[config.mk]
export PLATFORM = sky130hd
export DESIGN_NAME = afu_conf_ctrl_flat
export DESIGN_NICKNAME = d
export VERILOG_FILES = /design/src/rtl/afu_conf_ctrl_if.sv /design/src/rtl/afu_conf_ctrl.sv /design/src/flat_wrapper.sv
export SDC_FILE = /design/constraint.sdc
export NUM_CORES = 2
export LEC_CHECK = 0
export BUFFER_PORTS_ARGS = -buffer_cell sky130_fd_sc_hd__buf_2
export CAP_MARGIN = 20
export CORE_AREA = 3 3 356 358
export CTS_CLUSTER_SIZE = 14
export DETAILED_ROUTE_END_ITERATION = 12
export DIE_AREA = 0 0 359 361
export HOLD_SLACK_MARGIN = 0.08
export PLACE_DENSITY = 0.78
export SYNTH_ARGS = -nofsm -noshare
export SYNTH_HDL_FRONTEND = slang
export SYNTH_SLANG_ARGS = --single-unit
[constraint.sdc]
create_clock -name clk -period 19.6 [get_ports clk]
set_clock_uncertainty 0.15 [all_clocks]
set_input_delay 3.92 -clock clk [delete_from_list [all_inputs] [get_ports clk]]
set_output_delay 3.92 -clock clk [all_outputs]
set_load 0.01 [all_outputs]
[src/rtl/afu_conf_ctrl_if.sv]
// Signal bundle between the host-side driver and afu_conf_ctrl: CSR write port,
// AFU status/control vectors and the descriptor valid/ready channel.
interface afu_conf_ctrl_if #(
  parameter int NUM_AFUS = 16
);
  logic                csr_wr_en;
  logic [3:0]          csr_wr_addr;
  logic [63:0]         csr_wr_data;
  logic [NUM_AFUS-1:0] afu_done;
  logic                conf_ready;
  logic                conf_valid;
  logic [1:0]          conf_type;
  logic [127:0]        conf;
  logic [NUM_AFUS-1:0] start_afus;
  logic [NUM_AFUS-1:0] rst_afus;
  logic [NUM_AFUS-1:0] done_mask;
  logic [63:0]         total_clocks;
  logic [63:0]         status;

  modport master (
    output csr_wr_en, csr_wr_addr, csr_wr_data, afu_done, conf_ready,
    input  conf_valid, conf_type, conf, start_afus, rst_afus, done_mask,
           total_clocks, status
  );

  modport slave (
    input  csr_wr_en, csr_wr_addr, csr_wr_data, afu_done, conf_ready,
    output conf_valid, conf_type, conf, start_afus, rst_afus, done_mask,
           total_clocks, status
  );
endinterface

[src/rtl/afu_conf_ctrl.sv]
// Host-control front end: decodes CSR writes into AFU start/stop/reset controls and
// queues 128-bit configuration descriptors in a first-word-fall-through FIFO.
module afu_conf_ctrl #(
  parameter int NUM_AFUS        = 16,
  parameter int CONF_FIFO_DEPTH = 8,
  parameter int RST_PULSE_LEN   = 4
) (
  input logic            clk,
  input logic            rst,
  afu_conf_ctrl_if.slave bus
);

  localparam int PW = $clog2(CONF_FIFO_DEPTH);
  localparam int CW = PW + 1;
  localparam logic [CW-1:0] FULL_COUNT = CW'(CONF_FIFO_DEPTH);
  localparam logic [7:0]    PULSE_LEN  = 8'(RST_PULSE_LEN);

  typedef enum logic [3:0] {
    CSR_DSM_LOW  = 4'd0,
    CSR_DSM_HIGH = 4'd1,
    CSR_IN_LOW   = 4'd2,
    CSR_IN_HIGH  = 4'd3,
    CSR_OUT_LOW  = 4'd4,
    CSR_OUT_HIGH = 4'd5,
    CSR_START    = 4'd6,
    CSR_STOP     = 4'd7,
    CSR_RESET    = 4'd8,
    CSR_CLEAR    = 4'd9
  } csr_e;

  logic [63:0]         r_staging;
  logic [127:0]        r_fifoData [CONF_FIFO_DEPTH];
  logic [1:0]          r_fifoType [CONF_FIFO_DEPTH];
  logic [PW-1:0]       r_wrPtr;
  logic [PW-1:0]       r_rdPtr;
  logic [CW-1:0]       r_count;
  logic                r_confValid;
  logic [1:0]          r_confType;
  logic [127:0]        r_conf;
  logic [NUM_AFUS-1:0] r_start;
  logic [NUM_AFUS-1:0] r_done;
  logic [NUM_AFUS-1:0] r_rstAfus;
  logic [7:0]          r_rstCnt [NUM_AFUS];
  logic                r_overflow;
  logic [63:0]         r_total;
  logic [63:0]         r_status;

  logic                w_lowWr;
  logic                w_highWr;
  logic [1:0]          w_pushType;
  logic                w_startWr;
  logic                w_stopWr;
  logic                w_resetWr;
  logic                w_clearWr;
  logic [NUM_AFUS-1:0] w_data;
  logic [127:0]        w_pushWord;
  logic                w_pop;
  logic                w_full;
  logic                w_push;
  logic                w_dropped;
  logic [CW-1:0]       w_countAfterPop;
  logic [CW-1:0]       w_countNext;
  logic [PW-1:0]       w_rdPtrNext;
  logic                w_headValid;
  logic [1:0]          w_headType;
  logic [127:0]        w_headData;
  logic [7:0]          w_rstCntNext [NUM_AFUS];
  logic [NUM_AFUS-1:0] w_rstNext;
  logic [NUM_AFUS-1:0] w_rstBlock;
  logic [NUM_AFUS-1:0] w_complete;
  logic [NUM_AFUS-1:0] w_startNext;
  logic [NUM_AFUS-1:0] w_doneNext;
  logic                w_overflowNext;
  logic [63:0]         w_totalNext;

  always_comb begin
    w_lowWr    = 1'b0;
    w_highWr   = 1'b0;
    w_pushType = 2'd0;
    w_startWr  = 1'b0;
    w_stopWr   = 1'b0;
    w_resetWr  = 1'b0;
    w_clearWr  = 1'b0;
    if (bus.csr_wr_en) begin
      case (bus.csr_wr_addr)
        CSR_DSM_LOW, CSR_IN_LOW, CSR_OUT_LOW: w_lowWr = 1'b1;
        CSR_DSM_HIGH: begin w_highWr = 1'b1; w_pushType = 2'd3; end
        CSR_IN_HIGH:  begin w_highWr = 1'b1; w_pushType = 2'd1; end
        CSR_OUT_HIGH: begin w_highWr = 1'b1; w_pushType = 2'd2; end
        CSR_START:    w_startWr = 1'b1;
        CSR_STOP:     w_stopWr  = 1'b1;
        CSR_RESET:    w_resetWr = 1'b1;
        CSR_CLEAR:    w_clearWr = 1'b1;
        default:      ;
      endcase
    end
  end

  assign w_data     = bus.csr_wr_data[NUM_AFUS-1:0];
  assign w_pushWord = {bus.csr_wr_data, r_staging};

  // A simultaneous pop frees a slot, so a push into a full FIFO is only dropped without one.
  assign w_pop           = r_confValid && bus.conf_ready;
  assign w_full          = (r_count == FULL_COUNT);
  assign w_push          = w_highWr && (!w_full || w_pop);
  assign w_dropped       = w_highWr && w_full && !w_pop;
  assign w_countAfterPop = r_count - CW'(w_pop);
  assign w_countNext     = w_countAfterPop + CW'(w_push);
  assign w_rdPtrNext     = r_rdPtr + PW'(w_pop);

  always_comb begin
    w_headValid = 1'b0;
    w_headType  = 2'd0;
    w_headData  = '0;
    if (w_countAfterPop != '0) begin
      w_headValid = 1'b1;
      w_headType  = r_fifoType[w_rdPtrNext];
      w_headData  = r_fifoData[w_rdPtrNext];
    end else if (w_push) begin
      w_headValid = 1'b1;
      w_headType  = w_pushType;
      w_headData  = w_pushWord;
    end
  end

  always_comb begin
    w_rstCntNext = r_rstCnt;
    w_rstNext    = '0;
    for (int i = 0; i < NUM_AFUS; i++) begin
      if (w_resetWr && w_data[i]) begin
        w_rstCntNext[i] = PULSE_LEN;
      end else if (r_rstCnt[i] != 8'd0) begin
        w_rstCntNext[i] = r_rstCnt[i] - 8'd1;
      end
      w_rstNext[i] = (w_rstCntNext[i] != 8'd0);
    end
  end

  // Blocking on both the current and next pulse state ignores any START landing inside a pulse.
  assign w_rstBlock  = r_rstAfus | w_rstNext;
  assign w_complete  = bus.afu_done & r_start;
  assign w_startNext = ((r_start & ~(w_stopWr ? w_data : '0) & ~w_complete)
                        | (w_startWr ? w_data : '0)) & ~w_rstBlock;
  assign w_doneNext  = (((w_clearWr && bus.csr_wr_data[1]) ? '0 : r_done) | w_complete)
                       & ~w_rstBlock;
  assign w_overflowNext = (r_overflow && !(w_clearWr && bus.csr_wr_data[0])) || w_dropped;
  assign w_totalNext    = (w_clearWr && bus.csr_wr_data[2]) ? 64'd0
                          : r_total + {63'd0, |r_start};

  always_ff @(posedge clk) begin
    if (rst) begin
      r_staging   <= '0;
      r_wrPtr     <= '0;
      r_rdPtr     <= '0;
      r_count     <= '0;
      r_confValid <= 1'b0;
      r_confType  <= '0;
      r_conf      <= '0;
      r_start     <= '0;
      r_done      <= '0;
      r_rstAfus   <= '0;
      r_overflow  <= 1'b0;
      r_total     <= '0;
      r_status    <= '0;
      for (int i = 0; i < NUM_AFUS; i++) r_rstCnt[i] <= '0;
    end else begin
      if (w_lowWr) r_staging <= bus.csr_wr_data;
      if (w_push) r_wrPtr <= r_wrPtr + PW'(1);
      r_rdPtr     <= w_rdPtrNext;
      r_count     <= w_countNext;
      r_confValid <= w_headValid;
      r_confType  <= w_headType;
      r_conf      <= w_headData;
      r_start     <= w_startNext;
      r_done      <= w_doneNext;
      r_rstAfus   <= w_rstNext;
      r_rstCnt    <= w_rstCntNext;
      r_overflow  <= w_overflowNext;
      r_total     <= w_totalNext;
      r_status    <= {54'd0, (w_doneNext != '0) && (w_startNext == '0),
                      w_overflowNext, 8'(w_countNext)};
    end
  end

  // Descriptor storage needs no reset; occupancy and pointers define what is live.
  always_ff @(posedge clk) begin
    if (w_push) begin
      r_fifoData[r_wrPtr] <= w_pushWord;
      r_fifoType[r_wrPtr] <= w_pushType;
    end
  end

  assign bus.conf_valid   = r_confValid;
  assign bus.conf_type    = r_confType;
  assign bus.conf         = r_conf;
  assign bus.start_afus   = r_start;
  assign bus.rst_afus     = r_rstAfus;
  assign bus.done_mask    = r_done;
  assign bus.total_clocks = r_total;
  assign bus.status       = r_status;

endmodule

[src/flat_wrapper.sv]
// flat-port wrapper written by rule: the top's interface ports become plain ports
module afu_conf_ctrl_flat 
#(
  parameter int NUM_AFUS        = 16,
  parameter int CONF_FIFO_DEPTH = 8,
  parameter int RST_PULSE_LEN   = 4
)
  (clk, rst, bus_csr_wr_en, bus_csr_wr_addr, bus_csr_wr_data, bus_afu_done, bus_conf_ready, bus_conf_valid, bus_conf_type, bus_conf, bus_start_afus, bus_rst_afus, bus_done_mask, bus_total_clocks, bus_status);
  afu_conf_ctrl_if #(.NUM_AFUS(NUM_AFUS)) bus_i ();
  input logic clk;
  input logic rst;
  input wire logic [$bits(bus_i.csr_wr_en)-1:0] bus_csr_wr_en;
  input wire logic [$bits(bus_i.csr_wr_addr)-1:0] bus_csr_wr_addr;
  input wire logic [$bits(bus_i.csr_wr_data)-1:0] bus_csr_wr_data;
  input wire logic [$bits(bus_i.afu_done)-1:0] bus_afu_done;
  input wire logic [$bits(bus_i.conf_ready)-1:0] bus_conf_ready;
  output wire logic [$bits(bus_i.conf_valid)-1:0] bus_conf_valid;
  output wire logic [$bits(bus_i.conf_type)-1:0] bus_conf_type;
  output wire logic [$bits(bus_i.conf)-1:0] bus_conf;
  output wire logic [$bits(bus_i.start_afus)-1:0] bus_start_afus;
  output wire logic [$bits(bus_i.rst_afus)-1:0] bus_rst_afus;
  output wire logic [$bits(bus_i.done_mask)-1:0] bus_done_mask;
  output wire logic [$bits(bus_i.total_clocks)-1:0] bus_total_clocks;
  output wire logic [$bits(bus_i.status)-1:0] bus_status;
  assign bus_i.csr_wr_en = bus_csr_wr_en;
  assign bus_i.csr_wr_addr = bus_csr_wr_addr;
  assign bus_i.csr_wr_data = bus_csr_wr_data;
  assign bus_i.afu_done = bus_afu_done;
  assign bus_i.conf_ready = bus_conf_ready;
  assign bus_conf_valid = bus_i.conf_valid;
  assign bus_conf_type = bus_i.conf_type;
  assign bus_conf = bus_i.conf;
  assign bus_start_afus = bus_i.start_afus;
  assign bus_rst_afus = bus_i.rst_afus;
  assign bus_done_mask = bus_i.done_mask;
  assign bus_total_clocks = bus_i.total_clocks;
  assign bus_status = bus_i.status;
  afu_conf_ctrl #(.NUM_AFUS(NUM_AFUS), .CONF_FIFO_DEPTH(CONF_FIFO_DEPTH), .RST_PULSE_LEN(RST_PULSE_LEN)) u_core (.clk(clk), .rst(rst), .bus(bus_i));
endmodule
==> metrics.cfg <==
[clocking]
postCtsHoldBufs=0
cts_made_buffers=149
cts_tree=done
clk_latency_ns=0.77
cts.sinks=1487
clk_pin_slew_ns=0.06
cts.path.max_buffers=3
cts_resized=0
cts_setup_buffers=0
h-tree-depth=4
cts_root_buffer=clkbuf_16

[synth]
synth_seq_cells=1487
netlist.area_leader.share=0.5278
synth.distinct_cells=93
synth_cells=4178
synth_top_area_cell=edfxtp_1
synth_warnings=0
synth-seq-area-share=0.6791
async_flop_share=0
synthesis.area_sq_mm=0.05917
synth.avg_cell_area_sq_um=14.16
ys.flop_type=edfxtp_1
yosys-top-cells-area=edfxtp_1 (53%), dfxtp_1 (15%), mux4_2 (9.9%)
synth_edf_count=1040

[final_layout]
utilization=0.5427
final_cells=6236
area_growth_pct=13.40
layout.nets=4601
drive_above_1_share=0.1954
fillers=9610

[place]
dp.cells=5958
io_buffers=336
dp_hpwl_mm=79.43
gp_congestion=0.8873

[floorplanning]
rows=129
die-area_sq_mm=0.1296
initial_utilization=0.4785
core_sq_mm=0.1236
die_h_um=361
io_pins=395
die_x_um=359

[pwr]
power_density_mw_per_mm2=139.5
peakVddDrop_mv=0.2140
leakagePower_nw=23.45

[detailed_routing]
vias_per_cell=5.837
finalWirelength_mm=146.6
ant_nets=0
vias=36399
first_pass_iters=5
drtIter0Drc=3865
wl_per_cell_um=23.50
drc=0

[run_status]
status=complete, no violations

[sta]
setup_tns_ns=0
setup_viol=0
fmax_ghz=0.1328
worst_slew_pin_slew_ns=1.181
hold_slack_ns=0.3196
fin_crit_ns=7.528
slew_violations=0
slew-limit-headroom=0.2126
finalCritPeriodShare=0.3841
hold_viol=0
rsz0062_at_grt=false

[grt]
overflow=0
grt_pass1_vias=36746
antenna_found_initial=12
grt.total_usage=0.2223
grt_max_degree=173
grt_first_pass_wirelength_mm=222.0

[setup_path]
cp.required_ns=20.07
end_kind=flop
crit_arrival_ns=7.99
cp_max_fo=117
r2r_slack_ns=14.99
crit_path_start_kind=input port
crit_type=input port to flop

[flow_run]
maxCapViolations=0

[worst_hold_path]
min_path_type=flop to flop

==> final cells by class <==
type	instances	area (sq um)	area share
Multi-Input combinational cell	2395	17710	0.2640
Clock buffer	226	4305	0.06417
Timing Repair Buffer	366	2079	0.03099
Antenna cell	3	7.507	0.0001119
Clock inverter	49	483.0	0.007199
Inverter	73	276.5	0.004121
Sequential cell	1487	40180	0.5989
Tap cell	1637	2048	0.03053
==> where the power goes <==
part	leakage (nW)	total (mW)	internal (mW)	switching, mW
Combinational	7.84	2.66	1.13	1.53
Clock	2.34	2.79	1.61	1.18
Sequential	13.3	3.90	3.62	0.280
==> through the flow <==
stage          total power, mW  worst slack (ns)  area [sq um]
3_5_place_dp             6.612             11.31         62300
5_1_grt                  9.843             11.72         67090
2_1_floorplan            5.880            0.6923         59380
3_3_place_gp             6.542             11.38         62300
6_report                 9.356             12.07         67090
4_1_cts                  9.416             12.10         67080
==> Yosys cell counts (22+ instances only) <==
cell	instances
nand2b_1	35
clkbuf_1	169
ha_1	41
a21oi_1	269
nor2_1	413
xnor2_1	71
nor3_1	62
nand2_1	496
nand3_1	47
nor2b_1	30
inv_1	72
buf_4	60
nand4_1	28
nor4_1	29
mux4_2	260
edfxtp_1	1040
and3_1	22
xor2_1	87
buf_2	26
dfxtp_1	447
o21ai_0	27
a31oi_1	142
==> layout by cell type (no fill, tap or decap), drive strengths merged, types with 28 or more instances in the layout <==
master,synthesis,layout
a21oi,269,269
a31oi,142,142
buf,110,366
clkbuf,170,226
clkinv,0,33
conb,1,58
dfxtp,447,447
edfxtp,1040,1040
ha,41,41
inv,73,80
mux4,260,260
nand2,496,496
nand2b,36,36
nand3,48,48
nand4,28,28
nor2,414,414
nor2b,30,30
nor3,63,63
nor4,37,37
o21ai,28,28
xnor2,71,71
xor2,87,87
==> registers in the layout, summed over array words and instances (netlist names), 2 cells and up <==
name / flops
u_core.r_fifoType: 16
u_core.bus.total_clocks: 64
u_core.bus.rst_afus: 16
u_core.bus.status: 6
u_core.r_rdPtr: 3
u_core.r_wrPtr: 3
u_core.r_fifoData: 1024
u_core.bus.done_mask: 16
u_core.bus.start_afus: 16
u_core.r_rstCnt: 128
u_core.r_staging: 64
u_core.bus.conf_type: 2
u_core.bus.conf: 128
==> per-layer routing <==
metal,vias to the layer above,share of wire,wire length [um],track usage
met2,1753,0.50,72750,0.3756
met1,18241,0.37,54850,0.2815
met4,10,0.038,5509,0.08741
li1,16112,-,-,-
met5,-,0.00045,66,0
met3,283,0.091,13400,0.04700
==> worst max-delay path, cell delays in order <==
cell	delay, ns
buf_2	0.10
and2_1	0.23
ha_4	0.79
buf_12	0.71
buf_12	0.70
mux4_2	0.63
nand2_1	0.08
a21oi_1	0.12
a31oi_1	0.22
nor2_1	0.06
==> logic make-up after synthesis <==
| logic type | synth area share |
|---|---|
| AOI/OAI and AO/OA | 0.05733 |
| xor gates and xnor gates | 0.02339 |
| adders and majority gates | 0.008670 |
| buffers and inverters | 0.02715 |
| DFF | 0.6791 |
| muxes | 0.1010 |
| other | 0.00006338 |
| and+or+nand+nor | 0.1033 |
==> worst paths after layout <==
kind | start | to | cells past startpoint
setup / recovery | bus_conf_ready | u_core.bus.conf[23]$_SDFF_PP0_ | 10
hold / removal | u_core.bus.rst_afus[7]$_SDFF_PP0_ | u_core.bus.done_mask[7]$_SDFF_PP0_ | 1
setup reg to reg | u_core.bus.conf_valid$_SDFF_PP0_ | u_core.bus.conf[23]$_SDFF_PP0_ | 9
hold reg to reg | u_core.bus.rst_afus[7]$_SDFF_PP0_ | u_core.bus.done_mask[7]$_SDFF_PP0_ | 1
No activity file was read; power rests on OpenSTA's default activity.
